[config.mk]
export PLATFORM = sky130hd
export DESIGN_NAME = passcode_entry_controller_flat
export DESIGN_NICKNAME = d
export VERILOG_FILES = /design/src/rtl/passcode_entry_controller_if.sv /design/src/rtl/passcode_entry_controller.sv /design/src/flat_wrapper.sv
export SDC_FILE = /design/constraint.sdc
export NUM_CORES = 1
export LEC_CHECK = 0
export CAP_MARGIN = 20
export CORE_MARGIN = 5
export CORE_UTILIZATION = 29
export DETAILED_ROUTE_END_ITERATION = 6
export GPL_TIMING_DRIVEN = 1
export PLACE_DENSITY = 0.56
export SYNTH_ARGS = -nofsm -noshare
export SYNTH_HDL_FRONTEND = slang
export SYNTH_SLANG_ARGS = --single-unit
[constraint.sdc]
create_clock -name clk -period 1.7 [get_ports clk]
set_clock_uncertainty 0.15 [all_clocks]
set_input_delay 0.255 -clock clk [delete_from_list [all_inputs] [get_ports clk]]
set_output_delay 0.255 -clock clk [all_outputs]
set_load 0.05 [all_outputs]
[src/rtl/passcode_entry_controller_if.sv]
// Keypad key channel plus lock comparator code channel for passcode_entry_controller.
// master: the controller; slave: keypad scanner / lock comparator side.
interface passcode_entry_controller_if;
    logic       key_valid;
    logic [3:0] key_code;
    logic       key_ready;
    logic [3:0] digit1;
    logic [3:0] digit2;
    logic [3:0] digit3;
    logic [3:0] digit4;
    logic       code_valid;
    logic       unlocked;

    modport master (
        input  key_valid,
        input  key_code,
        input  unlocked,
        output key_ready,
        output digit1,
        output digit2,
        output digit3,
        output digit4,
        output code_valid
    );

    modport slave (
        output key_valid,
        output key_code,
        output unlocked,
        input  key_ready,
        input  digit1,
        input  digit2,
        input  digit3,
        input  digit4,
        input  code_valid
    );
endinterface

[src/rtl/passcode_entry_controller.sv]
// Assembles four keypad digits into a code, strobes it to the lock comparator,
// samples the unlocked result and reports pass/fail.
// Optional feature macro: PASSCODE_LOCKOUT_EN (adds the LOCKOUT state after
// MAX_FAILS consecutive failures; otherwise locked_out is tied low and the fail
// counter saturates).
module passcode_entry_controller #(
    parameter int unsigned RESULT_LATENCY = 1,
    parameter int unsigned MAX_FAILS      = 3,
    parameter int unsigned LOCKOUT_CYCLES = 100
) (
    input  logic                         clk,
    input  logic                         reset,
    passcode_entry_controller_if.master  bus,
    output logic [2:0]                   entry_count,
    output logic                         pass,
    output logic                         fail,
    output logic                         locked_out
);

    localparam int unsigned LAT_W     = (RESULT_LATENCY > 1) ? $clog2(RESULT_LATENCY) : 1;
    localparam int unsigned CNT_W     = 3;
    localparam int unsigned FAIL_W    = 3;
    localparam logic [3:0]  KEY_CLEAR = 4'hA;
    localparam logic [3:0]  KEY_BKSP  = 4'hB;

    typedef enum logic [1:0] {
        COLLECT,
        SUBMIT,
        CHECK
`ifdef PASSCODE_LOCKOUT_EN
        , LOCKOUT
`endif
    } state_t;

    // Out-of-range parameters are an elaboration error.
    if (RESULT_LATENCY == 0 || MAX_FAILS == 0 || MAX_FAILS > 7 || LOCKOUT_CYCLES == 0) begin : g_bad_params
        $error("passcode_entry_controller: parameter out of range");
    end

    state_t              state_q, state_d;
    logic [3:0]          digit_q [4];
    logic [3:0]          digit_d [4];
    logic [CNT_W-1:0]    count_d;
    logic [FAIL_W-1:0]   fail_cnt_q, fail_cnt_d, fail_inc;
    logic [LAT_W-1:0]    lat_q, lat_d;
    logic                pass_d, fail_d;
    logic                key_xfer;

`ifdef PASSCODE_LOCKOUT_EN
    localparam int unsigned LO_W = (LOCKOUT_CYCLES > 1) ? $clog2(LOCKOUT_CYCLES) : 1;
    logic [LO_W-1:0]     lo_q, lo_d;
`endif

    // Ready depends only on state and reset so the keypad never sees a combinational loop.
    assign bus.key_ready = (state_q == COLLECT) && !reset;
    assign key_xfer      = bus.key_valid && bus.key_ready;

    assign bus.digit1 = digit_q[0];
    assign bus.digit2 = digit_q[1];
    assign bus.digit3 = digit_q[2];
    assign bus.digit4 = digit_q[3];

    // Next-state and next-value logic for entry, submit, result check and lockout.
    always_comb begin
        state_d    = state_q;
        digit_d    = digit_q;
        count_d    = entry_count;
        fail_cnt_d = fail_cnt_q;
        lat_d      = lat_q;
        pass_d     = 1'b0;
        fail_d     = 1'b0;
        fail_inc   = fail_cnt_q + FAIL_W'(1);
`ifdef PASSCODE_LOCKOUT_EN
        lo_d       = lo_q;
`endif
        case (state_q)
            COLLECT: begin
                if (key_xfer) begin
                    if (bus.key_code <= 4'd9) begin
                        digit_d[entry_count[1:0]] = bus.key_code;
                        count_d = entry_count + CNT_W'(1);
                        if (entry_count == CNT_W'(3)) begin
                            state_d = SUBMIT;
                        end
                    end else if (bus.key_code == KEY_CLEAR) begin
                        digit_d = '{default: 4'h0};
                        count_d = '0;
                    end else if (bus.key_code == KEY_BKSP && entry_count != '0) begin
                        digit_d[2'(entry_count - CNT_W'(1))] = 4'h0;
                        count_d = entry_count - CNT_W'(1);
                    end
                end
            end
            SUBMIT: begin
                state_d = CHECK;
                lat_d   = '0;
            end
            CHECK: begin
                if (lat_q == LAT_W'(RESULT_LATENCY - 1)) begin
                    digit_d = '{default: 4'h0};
                    count_d = '0;
                    state_d = COLLECT;
                    if (bus.unlocked) begin
                        pass_d     = 1'b1;
                        fail_cnt_d = '0;
                    end else begin
                        fail_d = 1'b1;
`ifdef PASSCODE_LOCKOUT_EN
                        fail_cnt_d = fail_inc;
                        if (fail_inc == FAIL_W'(MAX_FAILS)) begin
                            state_d = LOCKOUT;
                            lo_d    = '0;
                        end
`else
                        if (fail_cnt_q != FAIL_W'(MAX_FAILS)) begin
                            fail_cnt_d = fail_inc;
                        end
`endif
                    end
                end else begin
                    lat_d = lat_q + LAT_W'(1);
                end
            end
`ifdef PASSCODE_LOCKOUT_EN
            LOCKOUT: begin
                if (lo_q == LO_W'(LOCKOUT_CYCLES - 1)) begin
                    state_d    = COLLECT;
                    fail_cnt_d = '0;
                end else begin
                    lo_d = lo_q + LO_W'(1);
                end
            end
`endif
            default: state_d = COLLECT;
        endcase
    end

    // State and datapath registers; reset drops any pending strobe or pulse.
    always_ff @(posedge clk) begin
        if (reset) begin
            state_q        <= COLLECT;
            digit_q        <= '{default: 4'h0};
            entry_count    <= '0;
            fail_cnt_q     <= '0;
            lat_q          <= '0;
            pass           <= 1'b0;
            fail           <= 1'b0;
            bus.code_valid <= 1'b0;
        end else begin
            state_q        <= state_d;
            digit_q        <= digit_d;
            entry_count    <= count_d;
            fail_cnt_q     <= fail_cnt_d;
            lat_q          <= lat_d;
            pass           <= pass_d;
            fail           <= fail_d;
            bus.code_valid <= (state_d == SUBMIT);
        end
    end

`ifdef PASSCODE_LOCKOUT_EN
    // Lockout timer and registered lockout indication.
    always_ff @(posedge clk) begin
        if (reset) begin
            lo_q       <= '0;
            locked_out <= 1'b0;
        end else begin
            lo_q       <= lo_d;
            locked_out <= (state_d == LOCKOUT);
        end
    end
`else
    assign locked_out = 1'b0;
`endif

endmodule
[src/flat_wrapper.sv]
// flat-port wrapper written by rule: the top's interface ports become plain ports
module passcode_entry_controller_flat 
#(
    parameter int unsigned RESULT_LATENCY = 1,
    parameter int unsigned MAX_FAILS      = 3,
    parameter int unsigned LOCKOUT_CYCLES = 100
)
  (clk, reset, entry_count, pass, fail, locked_out, bus_key_valid, bus_key_code, bus_unlocked, bus_key_ready, bus_digit1, bus_digit2, bus_digit3, bus_digit4, bus_code_valid);
  passcode_entry_controller_if bus_i ();
  input  logic clk;
  input  logic reset;
  output logic [2:0] entry_count;
  output logic pass;
  output logic fail;
  output logic locked_out;
  input wire logic [$bits(bus_i.key_valid)-1:0] bus_key_valid;
  input wire logic [$bits(bus_i.key_code)-1:0] bus_key_code;
  input wire logic [$bits(bus_i.unlocked)-1:0] bus_unlocked;
  output wire logic [$bits(bus_i.key_ready)-1:0] bus_key_ready;
  output wire logic [$bits(bus_i.digit1)-1:0] bus_digit1;
  output wire logic [$bits(bus_i.digit2)-1:0] bus_digit2;
  output wire logic [$bits(bus_i.digit3)-1:0] bus_digit3;
  output wire logic [$bits(bus_i.digit4)-1:0] bus_digit4;
  output wire logic [$bits(bus_i.code_valid)-1:0] bus_code_valid;
  assign bus_i.key_valid = bus_key_valid;
  assign bus_i.key_code = bus_key_code;
  assign bus_i.unlocked = bus_unlocked;
  assign bus_key_ready = bus_i.key_ready;
  assign bus_digit1 = bus_i.digit1;
  assign bus_digit2 = bus_i.digit2;
  assign bus_digit3 = bus_i.digit3;
  assign bus_digit4 = bus_i.digit4;
  assign bus_code_valid = bus_i.code_valid;
  passcode_entry_controller #(.RESULT_LATENCY(RESULT_LATENCY), .MAX_FAILS(MAX_FAILS), .LOCKOUT_CYCLES(LOCKOUT_CYCLES)) u_core (.clk(clk), .reset(reset), .bus(bus_i), .entry_count(entry_count), .pass(pass), .fail(fail), .locked_out(locked_out));
endmodule
# Yosys cells after proc, flatten, opt, wreduce, memory -nomap -nowiden
# Cells that the tools add are included.
# op_classes
n_addsub,3
mul,0
n_div,0
order_cmp,5
eq_ne,9
n_shift,0
mux,26
bitwise_logic,5
n_reduce_logical,12
# ops
operator,count
16-bit two-way mux,5
16-bit case mux with 2 select lines,1
16-bit AND,1
16-bit bitwise mux,1
4-bit demux with 2-bit select,2
16-bit inverter,1
3-bit two-way mux,5
4-bit equality test (second input constant),2
2-bit two-way mux,4
4-bit two-way mux,2
3-bit >= comparator (second input constant),2
3-bit by 1-bit less-than comparator with 1-bit output (second input constant),2
2-bit inverter with 3-bit output,2
2-bit case mux with 3 select lines,1
3-bit case mux with 2 select lines,1
1-bit logical AND,5
2-bit by 1-bit equality test with 1-bit output (second input constant),2
4-bit <= comparator (second input constant),1
4-bit inequality test (second input constant),1
4-bit AND reduction,1
2-bit nonzero test,2
3-bit by 1-bit adder with 3-bit output (second input constant),1
3-bit by 2-bit equality test with 1-bit output (second input constant),1
1-bit two-way mux,3
other kinds (11),11
# totals
ff_bits,25
latchBits,0
mem_bits_rw,0
rom_bits,0
word_cells,70
n_memories,0

# Logic depth before layout (Yosys ltp)
# depth
word_depth,13
depth_mapped,6

# Least setup slack after synthesis
# Ideal clock, no wire load.
# synth_timing
path_kind,register to register
startpoint,register u_core.entry_count[0]
endpoint,"register u_core.digit_q, in the netlist u_core.bus.digit3[0]"
t_arrival_ps,2064
required_ps,1433
setup_slack_ps,-631
path_stages_with_launch,7
synth_period_minus_slack_ps,2331
path_cell_list,dfxtp_1 > inv_1 > ha_1 > and4b_1 > o311ai_1 > a31oi_1 > a32o_1
# synth_via
elab_chain_len,13
elab_cells_between_ends,25
cone_classes,1 x add/sub; 4 x order compare; 1 x eq/ne; 10 x mux; 4 x bitwise; 5 x reduce/logical
# synth_rtl
item,line_no,rtl
start: declaration,passcode_entry_controller.sv:14,"output logic [2:0] entry_count,"
start signal: assignment,passcode_entry_controller.sv:152,entry_count <= count_d;
3-bit by 1-bit subtractor with 3-bit output,passcode_entry_controller.sv:89,digit_d[2'(entry_count - CNT_W'(1))] = 4'h0;
2-bit inverter with 3-bit output (not written as such),passcode_entry_controller.sv:89,
3-bit >= comparator (not written as such) or 3-bit by 1-bit less-than comparator with 1-bit output (tied branches),passcode_entry_controller.sv:89,
1-bit logical AND (not written as such),passcode_entry_controller.sv:89,
4-bit two-way mux (not written as such),passcode_entry_controller.sv:89,
4-bit demux with 2-bit select,passcode_entry_controller.sv:89,
16-bit inverter (no line),--,
16-bit AND (no line),--,
16-bit two-way mux,passcode_entry_controller.sv:88,end else if (bus.key_code == KEY_BKSP && entry_count != '0) begin
16-bit two-way mux,passcode_entry_controller.sv:85,end else if (bus.key_code == KEY_CLEAR) begin
16-bit two-way mux,passcode_entry_controller.sv:79,if (bus.key_code <= 4'd9) begin
16-bit two-way mux,passcode_entry_controller.sv:78,if (key_xfer) begin
16-bit case mux with 2 select lines,passcode_entry_controller.sv:76,case (state_q)
end signal: assignment,passcode_entry_controller.sv:151,digit_q <= digit_d;
end: declaration,passcode_entry_controller.sv:41,logic [3:0] digit_q [4];
# Parallel ways exist; a longest one is shown, timed or not. The select of a mux whose other input is x is not followed.
# A chain may end at the register's enable or synchronous reset.

# Final worst setup path
# layout_timing
startpoint,register u_core.entry_count[0]
endpoint,"register u_core.digit_q, in the netlist u_core.bus.digit3[1]"
# The elaborated chain is that of the path after synthesis.

==> impl_metrics.ini <==
[yosys]
syn_area_sq_um = 1480
syn_avg_cell_area_sq_um = 8.65
yosys_warnings = 0
synth_seq_area_share_pct = 32.5
synth_nets = 188
synth_flop_cell = dfxtp_1
synth_compound_area_share_pct = 20.8
async_reset_ff_share_pct = 0
synthDistinctLibCells = 49
ys_ff_latch = 24
yosys.area_share.simple_pct = 30.3
synth-xor-area-share_pct = 0.592
synthCells = 171
synthAdderAreaFrac_pct = 7.61
synth_top_family_by_area = simple AND/OR/NAND/NOR gates
synth_mux_area_share_pct = 2.71
synth_edf_count = 0

[power]
max-vdd-ir-drop_mv = 0.327
p_total_uw = 1540
power_density_nw_per_um2 = 615
leakagePower_uw = 0.00106

[timing]
finalWorstSetupSlack_ns = -0.0683
grt_setup_unrepaired = true
finalSetupViolCount = 10
fmax_mhz = 566
hold_viol_final = 0
fin_crit_ns = 1.77
min_period_over_period_pct = 104
slew_violations = 0

[global_route]
track_usage_pct = 14.2
grt_pass1_wl_mm = 7.36
grt_max_degree = 17
overflow = 0
grt_pass1_vias = 1492
grt_antenna_before_repair = 0

[route]
drt_iter0_markers = 124
viasPerCell = 4.93
ant_nets = 0
vias = 1594
wirelength_mm = 4.60
remaining_drc_errors = 0
drt_pass1_iterations = 4
wl_per_cell_um = 14.2

[die]
die_width_um = 81.4
rows = 26
die_area_sq_um = 6630
coreArea_sq_um = 5040
die_h_um = 81.4
initial_core_util_pct = 29.3
num_io_pins = 32

[clock_tree]
cts_made_buffers = 3
root_buffer = clkbuf_8
cts.sinks = 24
h-tree-depth = 1
path_clk_slew_ns = 0.09
cts_tree = done
cts_max_path_buffers = 2
clk_latency_ns = 0.28

[min_path]
hold_path_class = reg2reg

[final_layout]
n_antenna_cell = 0
most-common-layout-cells = buf_4 (73), dfxtp_1 (20), nand2b_1 (14)
fillers = 482
multi_input_area_sq_um = 1050
final_area_sq_um = 2500
finalNetCount = 271
seqCellArea_sq_um = 493
syn_to_final_growth_pct = 69.0
drive_gt1_share_pct = 45.1
final_common_cell = buf_4

[place]
place_congestion = 0.926
portBuffers = 30
dp_slack_ns = -0.477
dpl.hpwl_mm = 3.55
placed_cell_area_sq_um = 2290

[job]
cap_violations = 0

[run_status]
failed_checks = negative setup slack
status = finished, violations left

[critical_path]
worstSetupEndpointType = register
cp_max_fo = 6
critPathKind = reg2reg
arrival_ns = 1.79
start_kind = register
required_ns = 1.72
-- per-stage QoR --
step | hold slack (ns) | setup TNS (ns) | utilization (%) | instances
floorplan | 0.182 | -0.316 | - | 171
global placement | 0.303 | -7.49 | 45.5 | 311
detailed placement | 0.304 | -7.60 | 45.5 | 311
CTS | 0.320 | -0.320 | 47.3 | 316
global route | 0.347 | -1.45 | 49.6 | 323
finish | 0.324 | -0.316 | 49.6 | 323
-- path summary, 6_finish.rpt --
kind,startpoint,endpoint,slack (ns),cells after the start
worst min-delay path,u_core.bus.digit3[0],u_core.bus.digit3[0],0.32,1
worst max-delay path,u_core.entry_count[0],u_core.bus.digit3[1],-0.07,6
worst min register to register,u_core.bus.digit3[0],u_core.bus.digit3[0],0.32,1
worst max register to register,u_core.entry_count[0],u_core.bus.digit3[1],-0.07,6
-- power breakdown --
| part | internal [uW] | switching [uW] |
|---|---|---|
| sequential | 583 | 24.6 |
| clock | 168 | 194 |
| combinational | 271 | 297 |
| total | 1020 | 516 |
-- state kept, by name (all words and copies together), names as in the netlist --
| name | cells |
|---|---|
| u_core.fail | 1 |
| u_core.bus.digit1 | 4 |
| u_core.pass | 1 |
| u_core.bus.digit4 | 4 |
| u_core.bus.digit2 | 4 |
| u_core.bus.digit3 | 4 |
| u_core.bus.code_valid | 1 |
| u_core.state_q | 2 |
| u_core.entry_count | 3 |
-- logic make-up after synthesis --
kind of cell             count (synthesis)
XOR/XNOR                                 1
adder cells (fa/ha/maj)                  9
multiplexers                             4
AO/OA/AOI/OAI                           45
buffers and inverters                   16
flip-flops                              24
AND/OR/NAND/NOR                         71
other                                    1
-- cell usage after synthesis (2+ instances only) --
| master | number | area (sq um) |
|---|---|---|
| nor3_1 | 2 | 10.0 |
| buf_2 | 5 | 25.0 |
| or4b_1 | 2 | 20.0 |
| and3_1 | 5 | 31.3 |
| clkbuf_1 | 4 | 15.0 |
| and2_1 | 2 | 12.5 |
| a21oi_1 | 7 | 35.0 |
| nand2_1 | 8 | 30.0 |
| or4_1 | 2 | 15.0 |
| nand3_1 | 8 | 40.0 |
| or3_1 | 6 | 37.5 |
| o21a_1 | 2 | 15.0 |
| mux2i_1 | 4 | 40.0 |
| nand2b_1 | 14 | 87.6 |
| o21ai_1 | 7 | 35.0 |
| nor2b_1 | 3 | 18.8 |
| o21ai_0 | 6 | 30.0 |
| a211oi_1 | 3 | 22.5 |
| a21o_1 | 3 | 22.5 |
| nor2_1 | 6 | 22.5 |
| ha_1 | 9 | 113 |
| a32o_1 | 3 | 30.0 |
| nand3b_1 | 2 | 15.0 |
| inv_1 | 4 | 15.0 |
| nor3b_1 | 5 | 37.5 |
| dfxtp_1 | 24 | 480 |
| buf_4 | 3 | 22.5 |
-- worst max-delay path, cell delays in order (launching register included) --
cell and delay (ns):
dfxtp_4 0.41, inv_6 0.06, ha_4 0.16, and4b_2 0.27, o311ai_4 0.25, a31oi_2 0.15, a32o_1 0.22
-- layout make-up --
class | count | area share (%)
clock buffer | 4 | 1.80
inverter | 4 | 1.00
multi-input combinational | 131 | 42.2
sequential | 24 | 19.7
tap | 70 | 3.51
timing repair buffer | 90 | 31.8
-- routing by layer --
layer	track usage [%]	vias to the layer above	part of all wire [%]
met5	0	-	0
met4	6.08	0	3.0
met3	1.21	13	4.5
met2	23.5	48	46
met1	18.9	741	46
li1	-	792	-
-- timing repair --
item / 4_1_cts / 5_1_grt
gates resized for setup: 14 / 17
endpoints found under the setup margin: 19 / 20
setup buffers: 1 / 7
pin swaps: 5 / 11
hold buffers: 0 / 0
Power figures use the tool's default switching activity.
